### src/rtl/pinmux_reg_bridge.sv
// Wishbone slave to pinmux register-bus initiator, one transaction in flight.
// A request the responder never acknowledges ends with a Wishbone error after TMO_CYC cycles.
module pinmux_reg_bridge #(
    parameter int TMO_W   = 8,
    parameter int TMO_CYC = 255
) (
    input  logic        mclk,
    input  logic        reset,
    input  logic        wbs_cyc_i,
    input  logic        wbs_stb_i,
    input  logic        wbs_we_i,
    input  logic [7:0]  wbs_adr_i,
    input  logic [31:0] wbs_dat_i,
    input  logic [3:0]  wbs_sel_i,
    output logic [31:0] wbs_dat_o,
    output logic        wbs_ack_o,
    output logic        wbs_err_o,
    output logic        reg_cs,
    output logic        reg_wr,
    output logic [7:0]  reg_addr,
    output logic [31:0] reg_wdata,
    output logic [3:0]  reg_be,
    input  logic [31:0] reg_rdata,
    input  logic        reg_ack,
    output logic        busy,
    output logic [7:0]  tmo_count
);

    typedef enum logic [1:0] {
        IDLE = 2'd0,
        REQ  = 2'd1,
        RESP = 2'd2
    } state_t;

    localparam bit             TMO_EN   = (TMO_CYC != 0);
    localparam logic [TMO_W-1:0] TMO_LAST = TMO_W'((TMO_CYC == 0) ? 0 : TMO_CYC - 1);

    state_t            state_q, state_d;
    logic [TMO_W-1:0]  cnt_q, cnt_d;
    logic              cs_q, cs_d;
    logic              wr_q, wr_d;
    logic [7:0]        addr_q, addr_d;
    logic [31:0]       wdata_q, wdata_d;
    logic [3:0]        be_q, be_d;
    logic [31:0]       dat_q, dat_d;
    logic              ack_q, ack_d;
    logic              err_q, err_d;
    logic [7:0]        tmo_count_q, tmo_count_d;

    always_ff @(posedge mclk) begin
        if (reset) begin
            state_q     <= IDLE;
            cnt_q       <= '0;
            cs_q        <= 1'b0;
            wr_q        <= 1'b0;
            addr_q      <= '0;
            wdata_q     <= '0;
            be_q        <= '0;
            dat_q       <= '0;
            ack_q       <= 1'b0;
            err_q       <= 1'b0;
            tmo_count_q <= '0;
        end else begin
            state_q     <= state_d;
            cnt_q       <= cnt_d;
            cs_q        <= cs_d;
            wr_q        <= wr_d;
            addr_q      <= addr_d;
            wdata_q     <= wdata_d;
            be_q        <= be_d;
            dat_q       <= dat_d;
            ack_q       <= ack_d;
            err_q       <= err_d;
            tmo_count_q <= tmo_count_d;
        end
    end

    always_comb begin
        state_d     = state_q;
        cnt_d       = cnt_q;
        cs_d        = cs_q;
        wr_d        = wr_q;
        addr_d      = addr_q;
        wdata_d     = wdata_q;
        be_d        = be_q;
        dat_d       = dat_q;
        ack_d       = 1'b0;
        err_d       = 1'b0;
        tmo_count_d = tmo_count_q;

        case (state_q)
            IDLE: begin
                if (wbs_cyc_i && wbs_stb_i) begin
                    addr_d  = wbs_adr_i;
                    wr_d    = wbs_we_i;
                    wdata_d = wbs_dat_i;
                    be_d    = wbs_sel_i;
                    cs_d    = 1'b1;
                    cnt_d   = '0;
                    state_d = REQ;
                end
            end
            REQ: begin
                // Priority: responder ack beats timeout, timeout beats master abort.
                if (reg_ack) begin
                    if (!wr_q) dat_d = reg_rdata;
                    ack_d   = 1'b1;
                    cs_d    = 1'b0;
                    state_d = RESP;
                end else if (TMO_EN && (cnt_q == TMO_LAST)) begin
                    if (!wr_q) dat_d = '0;
                    err_d   = 1'b1;
                    cs_d    = 1'b0;
                    if (tmo_count_q != 8'hFF) tmo_count_d = tmo_count_q + 8'd1;
                    state_d = RESP;
                end else if (!wbs_cyc_i) begin
                    cs_d    = 1'b0;
                    state_d = IDLE;
                end else begin
                    cnt_d = cnt_q + 1'b1;
                end
            end
            RESP: begin
                // One dead cycle keeps reg_cs low between back-to-back transactions.
                state_d = IDLE;
            end
            default: begin
                state_d = IDLE;
                cs_d    = 1'b0;
            end
        endcase
    end

    assign wbs_dat_o = dat_q;
    assign wbs_ack_o = ack_q;
    assign wbs_err_o = err_q;
    assign reg_cs    = cs_q;
    assign reg_wr    = wr_q;
    assign reg_addr  = addr_q;
    assign reg_wdata = wdata_q;
    assign reg_be    = be_q;
    assign busy      = (state_q != IDLE);
    assign tmo_count = tmo_count_q;

endmodule

### config.mk
export PLATFORM = sky130hd
export DESIGN_NAME = pinmux_reg_bridge
export DESIGN_NICKNAME = d
export VERILOG_FILES = /design/src/rtl/pinmux_reg_bridge.sv
export SDC_FILE = /design/constraint.sdc
export NUM_CORES = 1
export LEC_CHECK = 0
export CAP_MARGIN = 30
export CORE_MARGIN = 2
export CORE_UTILIZATION = 39
export CTS_BUF_LIST = sky130_fd_sc_hd__clkbuf_4
export DETAILED_ROUTE_END_ITERATION = 8
export GPL_TIMING_DRIVEN = 0
export PLACE_DENSITY = 0.85
export SYNTH_ARGS = -nofsm -noshare
export SYNTH_HDL_FRONTEND = slang
export SYNTH_SLANG_ARGS = --single-unit
### constraint.sdc
create_clock -name mclk -period 1.67 [get_ports mclk]
set_clock_uncertainty 0.05 [all_clocks]
set_input_delay 0.4175 -clock mclk [delete_from_list [all_inputs] [get_ports mclk]]
set_output_delay 0.4175 -clock mclk [all_outputs]
set_load 0.05 [all_outputs]
; ---- Word-level counts from Yosys, hierarchy flattened
; Index checks and enable logic that the tools add are counted.
; Widths: inputs -> output; s select.
[word_totals]
wordCells = 60
regBits = 98
out_inout_bits = 89
[classes]
addsub = 2
n_bitwise = 4
reduce_logical = 13
n_eq_ne = 9
n_mux = 21
[op_table]
columns = cell, n
row1 = $mux 32, 4
row2 = $mux 8, 4
row3 = $add 8x1->8 const B, 2
row4 = $pmux 8 s2, 1
row5 = $eq 8x8->1 const B, 1
row6 = $mux 2, 4
row7 = $ne 2x2->1 const B, 4
row8 = $ne 8x8->1 const B, 1
row9 = $mux 1, 6
row10 = $reduce_and 3->1, 2
row11 = $reduce_bool 2->1, 3
row12 = $reduce_and 5->1, 1
row13 = $ne 4x4->1 const B, 1
row14 = $not 1->1, 4
row15 = $pmux 2 s2, 1
row16 = $reduce_and 2->1, 2
row17 = $reduce_and 4->1, 1
row18 = $pmux 1 s3, 1
row19 = $reduce_or 3->1, 1
row20 = $eq 2x1->1 const B, 1
row21 = $eq 2x2->1 const B, 1
row22 = $logic_not 2->1, 1
row23 = $reduce_or 2->1, 1
row24 = $logic_and 1x1->1, 1

; ---- Depth between registers and ports, before layout
; Gate-level depths: netlist of run 1.
[logic_depth]
ltp_word = 5
ltp_mapped = 7
mapped_depth_nobuf = 6

; ---- Worst setup path after synthesis of run 1
; No wires, ideal clock.
[synth_path]
kind = register to register
start = register tmo_count_q[2] (netlist: tmo_count[2])
end = register tmo_count_q[5] (netlist: tmo_count[5])
setup_ps = 70
synth_period_minus_slack_ps = 1928
stages_incl_launch_ff = 5
setup_slack_ps = -258
t_arrival_ps = 1807
path_buffers = 0
path_cell_list = dfxtp_1 nand3_1 or2_2 or4_1 a21oi_1
[synth_between]
elab_chain_cells = 2
[synth_rtl]
columns = element, line_no
row1 = "start, declared", 48  ; logic [7:0] tmo_count_q, tmo_count_d;
row2 = "start signal, assigned", 74  ; tmo_count_q <= tmo_count_d;
row3 = branches (longest 2 deep; another with $add 8x1->8), -
; Several ways; the timed one is not identified.
; A chain may end at the register's enable or synchronous reset.

; ---- Worst setup path after layout of run 1
[layout_path]
start = register cnt_q[0]
end = register tmo_count_q[5] (netlist: tmo_count[5])
[layout_between]
elab_chain_cells = 2
[layout_rtl]
columns = element, line_no
row1 = "start, declared", 39  ; logic [TMO_W-1:0] cnt_q, cnt_d;
row2 = "start signal, assigned", 65  ; cnt_q <= cnt_d;
row3 = $eq 8x8->1, 110  ; end else if (TMO_EN && (cnt_q == TMO_LAST)) begin
row4 = $reduce_and 4->1 (no line), -
; Every way passes these cells.

==> impl_results.md, run 1 <==
* First-pass GRT wire length at approximately 19,000 um
* P&R area growth vs syn at 55.63%
* Final wirelength at roughly 12,000 um
* PnR worst setup slack at -63.40 ps
* Max frequency at ~0.58 GHz
* Prevailing post-synth register cell: dfxtp_1
* DIE AREA at about 10,000 um2
* WP data arrival at 2060 ps
* Internal reg-to-reg setup slack at -60 ps
* Drt pass-1 iters at 5
* H-tree levels at 3
* WP data required at 2000 ps
* #FFs+latches synth at 98
* Post-DP HPWL at ~9000 um
* Worst R2R Start: cnt_q[0]
* Register area share after synthesis at 52.11%
* Largest net degree at the start of global routing at 17
* Row count at 35
* Fill cells at 808
* Worst Hold Class: flop to flop
* PortBufs at 169
* Synth top area cells: dfxtp_1 (52%), a21oi_1 (12%), nand2_1 (9.6%)
* Critical path type: flop to flop
* Reg2reg path depth at 6
* CTS tree: yes
* Slowest-stage cell, CP: or4_4
* DP Area at 5654 um2
* Leakage at 2.348 nW
* I/O Pins at 171
* CP Launch Type: flop
* Post-synth top area share at between 50% and 60%
* Final ANT Viol Nets at 0
* Hold Path Depth at 2
* Cell taking the most area after synthesis: dfxtp_1
* Vias in the first global route at 4,002
* GRT overflow at 0
* CTS root buf: clkbuf_4
* Mapped Cells at 457
* Hold_buf cts at 0
* CTS Buf Count at 9
* GRT Total Usage at 22.07%
* 1st-iter DRT viols at 133
* RSZ-0062 raised after global routing: yes
* Period utilization at 103.8%
* Post-Syn Area at 3765 um2
* DRC errors left at 0
* Post-route cell area at around 5900 um2
* Power Internal at 3.224 mW
* Failing checks: setup timing
* Flop pwr share at between 50% and 60%
* Final setup fails at 9
* Slew Viols, Final at 0
* Asr flop ratio synth at 0%
* Fin crit period at 1733 ps
* DR WL/cell at roughly 15 um
* Die Height at 102.3 um
* Slew HR at 55.85%
* ANT cells at 0
* Via-to-Cell Ratio at 5.213
* Core box area at 9284 um2
* Clock latency on the worst-skew pair at 420 ps
* Worst-Margin Slew at 662.3 ps
* Syn Area/Cell at approximately 8 um2
* Hold Crit Start: reg_addr[6]
* Post-synth EDFFs at 0
* Synth Warn # at 0
* Part of the power in combinational logic at 18.9%
* WHS Endpoint: reg_addr[6]
* Max-Cap Viols at 0
* CP Capture Type: flop
* Vias at between 4,000 and 5,000
* Antenna violations before repair at 0
* Die Width at 102.3 um
* Layout Cells excl Fill at a little under 800
* Largest stage delay, worst path at about 510 ps
* Placed insts at about 760
* Clock power share at between 20% and 30%
* Worst-path maximum fanout at 5
* Syn Nets at 542
* Pwr dens at 781.9 nW/um2
* GPL Wtd Cong at 0.8717
* Starting Density at 40.55%
* Final Hold Viols at 0
* CP Cell Sequence: inv_2 > ha_4 > and4_4 > nand4b_4 > or4_4 > a21oi_2
* CTS max path bufs at 2
* Layout cell share with drive strength beyond 1 at around 29%
* Worst-path clk slew at about 150 ps
* Switching power total at 1.357 mW
* Worst flop-to-flop path endpoint: tmo_count[5]
* Status: complete, but fails checks
* Switch share at 29.62%
* Peak supply drop at 442.5 uV
* Post-synth cell types at 41
* CTS Sinks at between 90 and 100
* Nets at 741
[cell families after synthesis]
kind of cell / share of synthesized area (%)
flops: 52.11
fa+ha+maj: 0.9971
mux: 0.5650
simple gates: 20.94
buf+inv: 3.955
compound gates: 21.44
[worst max path at each step]
stage,from,slack [ps],end,depth (start not counted)
floorplan,reset,-20,cnt_q[3],4
global placement,reset,-860,tmo_count[3],5
detailed placement,reset,-930,wbs_dat_o[8],5
CTS,cnt_q[1],-70,tmo_count[5],5
global route,state_q[0],-120,cnt_q[3],5
finish,cnt_q[0],-60,tmo_count[5],6
[per-stage QoR]
stage	power (mW)	setup slack (ps)	TNS [ps]	hold slack (ps)	util, %
after floorplan	2.958	-24.95	-119.4	397.8	-
after global placement	3.353	-862.8	-60000	392.0	60.90
after detailed placement	3.371	-933.0	-64320	396.6	60.90
after CTS	4.621	-70.61	-260.7	416.2	64.22
after global routing	4.777	-121.9	-1098	434.9	63.11
final	4.582	-63.40	-323.4	413.5	63.11
[power groups by stage]
stage,clock network (mW),registers [mW],logic (mW)
floorplan,0,2.74,0.214
global placement,0,2.50,0.856
detailed placement,0,2.50,0.868
CTS,1.30,2.45,0.868
global route,1.40,2.46,0.923
finish,1.27,2.45,0.868
[registers in the layout, indices dropped and copies added (netlist names)]
signal,count
reg_addr,8
reg_wdata,32
cnt_q,8
wbs_ack_o,1
state_q,2
reg_cs,1
reg_wr,1
reg_be,4
tmo_count,8
wbs_err_o,1
wbs_dat_o,32
[critical path: cells and delay by family, from the launching register on]
kind / cells / cell delay [ps]
AND/OR/NAND/NOR: 3 / 970
flip-flops: 1 / 350
adder cells (fa/ha/maj): 1 / 120
AO/OA/AOI/OAI: 1 / 120
buffers and inverters: 1 / 80
[cell usage in the layout, fill, tap and decap left out, drive strengths merged, types with 7 or more instances in the layout]
cell	netlist	routed
dfxtp	98	98
buf	6	91
nand3	39	39
a21oi	89	89
nor2	9	9
and3	7	7
clkdlybuf4s50	0	78
nand2	96	96
clkdlybuf4s15	0	16
o21ai	35	35
clkbuf	28	39
[final cells by class]
type / count / area (um2) / share of cell area (%)
clock inverters: 5 / 65.06 / 1.110
plain buffers: 34 / 183.9 / 3.139
repair buffers: 187 / 1528 / 26.07
flip-flops and latches: 98 / 1982 / 33.82
well taps: 129 / 161.4 / 2.755
inverters: 5 / 18.77 / 0.3203
multi-input cells: 321 / 1846 / 31.50
clock buffers: 10 / 75.07 / 1.281
[what timing repair did]
item / in CTS / in global routing
pin swaps: 7 / 16
buffers inserted: 8 / 7
resized for setup: 337 / 168
gates cloned: 3 / 1
endpoints found under the setup margin: 181 / 146
[metal layers]
layer	vias up	global-route usage (%)	share of wire, %
li1	1993	-	-
met1	1925	24.40	39
met2	173	40.23	50
met3	22	6.635	8.6
met4	0	7.487	1.9
met5	-	0	0
[cells in the mapped netlist, drive strengths merged (2+ instances only)]
| cell type | number |
|---|---|
| clkbuf | 28 |
| ha | 3 |
| o31ai | 4 |
| nand2 | 96 |
| nand3 | 39 |
| and3 | 7 |
| or2 | 2 |
| or4 | 4 |
| nand2b | 3 |
| a21oi | 89 |
| buf | 6 |
| inv | 5 |
| o21ai | 35 |
| nor2 | 9 |
| a31oi | 4 |
| dfxtp | 98 |
| or3 | 2 |
| or3b | 2 |
| and4 | 2 |
| a221o | 2 |
Power figures use the tool's default switching activity.
==> run 2: changes to the inputs <==
- CORE_UTILIZATION: 39 -> 37
- PLACE_DENSITY: 0.85 -> 0.79
- clock period: 1.67 -> 1.6 ns (I/O delays scaled with it)
==> run 2 against run 1 <==
  * The run still ends with setup timing left
  * Setup slack worse by 90 ps
  * Clock power increased by 6%
  * Utilization fell by 3.9 points
  * Hold slack improved by 1.5 ps
  * Sequential share of layout area grew 0.35 points
  * First-iteration DRC count up 14%
  * Cell count up 1.0%
  * Power is 4.6% higher
  * Sequential power up 4%
  * Global-route usage is 0.52 points lower
  * Fmax decreased by 1.1%
  * Via count about the same
  * Largest power group unchanged
==> impl_results.md, run 2 (synthesized netlist as in run 1, its figures left out) <==
* DRC errors left at 0
* Worst-path maximum fanout at 7
* CTS Sinks at 98
* Largest stage delay, worst path at 550 ps
* DR WL/cell at roughly 16 um
* PortBufs at 169
* Peak supply drop at 397.3 uV
* Largest net degree at the start of global routing at 17
* Via-to-Cell Ratio at 5.157
* CTS root buf: clkbuf_4
* GRT overflow at 0
* CP Launch Type: flop
* RSZ-0062 raised after global routing: yes
* Final Hold Viols at 0
* Die Width at 104.9 um
* CP Capture Type: flop
* Antenna violations before repair at 0
* Die Height at around 100 um
* Slew Viols, Final at 0
* Status: complete, but fails checks
* Flop pwr share at 53.3%
* H-tree levels at 3
* Drt pass-1 iters at 5
* Vias at 4,110
* Clock latency on the worst-skew pair at 430 ps
* Switching power total at about 1.4 mW
* Pre-CTS setup slack at -1003 ps
* WP data arrival at 2090 ps
* Crit path from: cnt_q[0]
* Failing checks: setup timing
* Pwr dens at 824.0 nW/um2
* Layout Utilization at 59.24%
* Multi-input logic area at 1846 um2
* P&R area growth vs syn at 54.50%
* Final setup fails at 25
* Fill cells at 908
* First-pass GRT wire length at ~19,000 um
* Slew HR at 56.29%
* Reg2reg path depth at 6
* CTS tree: yes
* Period utilization at 109.6%
* Starting Density at about two fifths
* Final wirelength at 12,380 um
* Commonest non-fill, non-tap cell in the layout: nand2_1
* ANT cells at 0
* Critical path type: flop to flop
* End point of the critical path: tmo_count[5]
* Worst-path clk slew at 170 ps
* Worst R2R Start: cnt_q[0]
* Worst-Margin Slew at 655.6 ps
* Vias in the first global route at 4,005
* Part of the power in combinational logic at 18.6%
* Area occupied by registers at between 1500 and 2000 um2
* Worst flop-to-flop path endpoint: tmo_count[5]
* Switch share at a little under 30%
* Power Internal at 3.374 mW
* DIE AREA at 11,000 um2
* CTS max path bufs at 2
* Leakage at 2.377 nW
* CTS Buf Count at 9
* Final ANT Viol Nets at 0
* Clock power share at 28.1%
* Slowest-stage cell, CP: or4_4
* Layout cell share with drive strength beyond 1 at 29.97%
* Hold_buf cts at 0
* Post-DP HPWL at 8680 um
* 1st-iter DRT viols at ~150
* Most frequent cells in the layout: nand2_1 (96), dfxtp_1 (85), a21oi_1 (83)
* Core box area at between 9000 and 10,000 um2
* Max frequency at 0.5704 GHz
* Fin crit period at 1753 ps
* PnR worst setup slack at -153.3 ps
* GRT Total Usage at 21.55%
* Max-Cap Viols at 0
* Row count at 36
* CP Cell Sequence: inv_2 > ha_4 > and4_4 > nand4b_4 > or4_4 > a21oi_2
* GPL Wtd Cong at around 0.86
* WP data required at around 1900 ps
* Internal reg-to-reg setup slack at -150 ps
* Nets at 744
* I/O Pins at between 150 and 200
* Worst Hold Class: flop to flop
run 2: cell types whose count changed in the layout (fill, tap and decap cells not counted), sizes merged:
| cell | before | now |
|---|---|---|
| nand4b | 2 | 1 |
| clkdlybuf4s18 | 5 | 0 |
| clkdlybuf4s15 | 16 | 0 |
| clkbuf | 39 | 41 |
| a21oi | 89 | 90 |
| buf | 91 | 114 |
run 2: power by group through the flow:
| stage | combinational [mW] | clock (mW) | sequential, mW |
|---|---|---|---|
| 4_1_cts | 0.877 | 1.39 | 2.55 |
| 6_report | 0.891 | 1.35 | 2.55 |
| 5_1_grt | 0.947 | 1.47 | 2.56 |
| 3_5_place_dp | 0.908 | 0 | 2.61 |
| 3_3_place_gp | 0.898 | 0 | 2.61 |
| 2_1_floorplan | 0.224 | 0 | 2.86 |
run 2: cell type report:
cell class | count | share of cell area (%)
sequential | 98 | 34.18
multi-input combinational | 321 | 31.73
timing repair buffer | 190 | 24.87
buffer | 34 | 3.549
tap | 133 | 2.861
clock buffer | 11 | 1.420
clock inverter | 5 | 1.075
inverter | 5 | 0.3226
run 2: worst min-delay path by stage:
stage                       from       endpoint  cells after the start
floorplan               cnt_q[5]       cnt_q[5]                      1
global placement       reg_be[0]      reg_be[0]                      2
detailed placement     reg_be[3]      reg_be[3]                      2
CTS                      reg_ack  wbs_dat_o[27]                      3
global route        wbs_sel_i[3]      reg_be[3]                      3
finish              reg_wdata[0]   reg_wdata[0]                      2
run 2: per-stage QoR:
stage	area, um2	power [mW]	std cells	TNS (ps)	hold slack, ps
3_5_place_dp	5662	3.519	759	-71100	399.6
2_1_floorplan	3804	3.086	457	-615.7	397.8
3_3_place_gp	5662	3.504	759	-67430	391.6
5_1_grt	5817	4.985	797	-2887	419.8
4_1_cts	5663	4.823	793	-639.8	413.5
6_report	5817	4.793	797	-1499	414.9
run 2: repair_timing:
| item | 4_1_cts | 5_1_grt |
|---|---|---|
| gates cloned | 1 | 0 |
| pin swaps | 13 | 7 |
| hold endpoints to repair | 0 | 0 |
| endpoints found under the setup margin | 186 | 96 |
| setup buffers | 18 | 4 |
| resized for setup | 507 | 46 |
run 2: critical path, delay by kind of cell (launching register included):
family	cells	cell delay, ps
compound gates	1	120
simple gates	3	990
flops	1	360
fa+ha+maj	1	120
buf+inv	1	70
run 2: metal layers:
layer	wire length, um	up-vias	GRT usage [%]	part of all wire (%)
li1	-	1999	-	-
met4	210	0	6.762	1.7
met2	6068	187	38.50	49
met1	5040	1902	24.30	41
met5	0	-	0	0
met3	1060	22	6.862	8.6
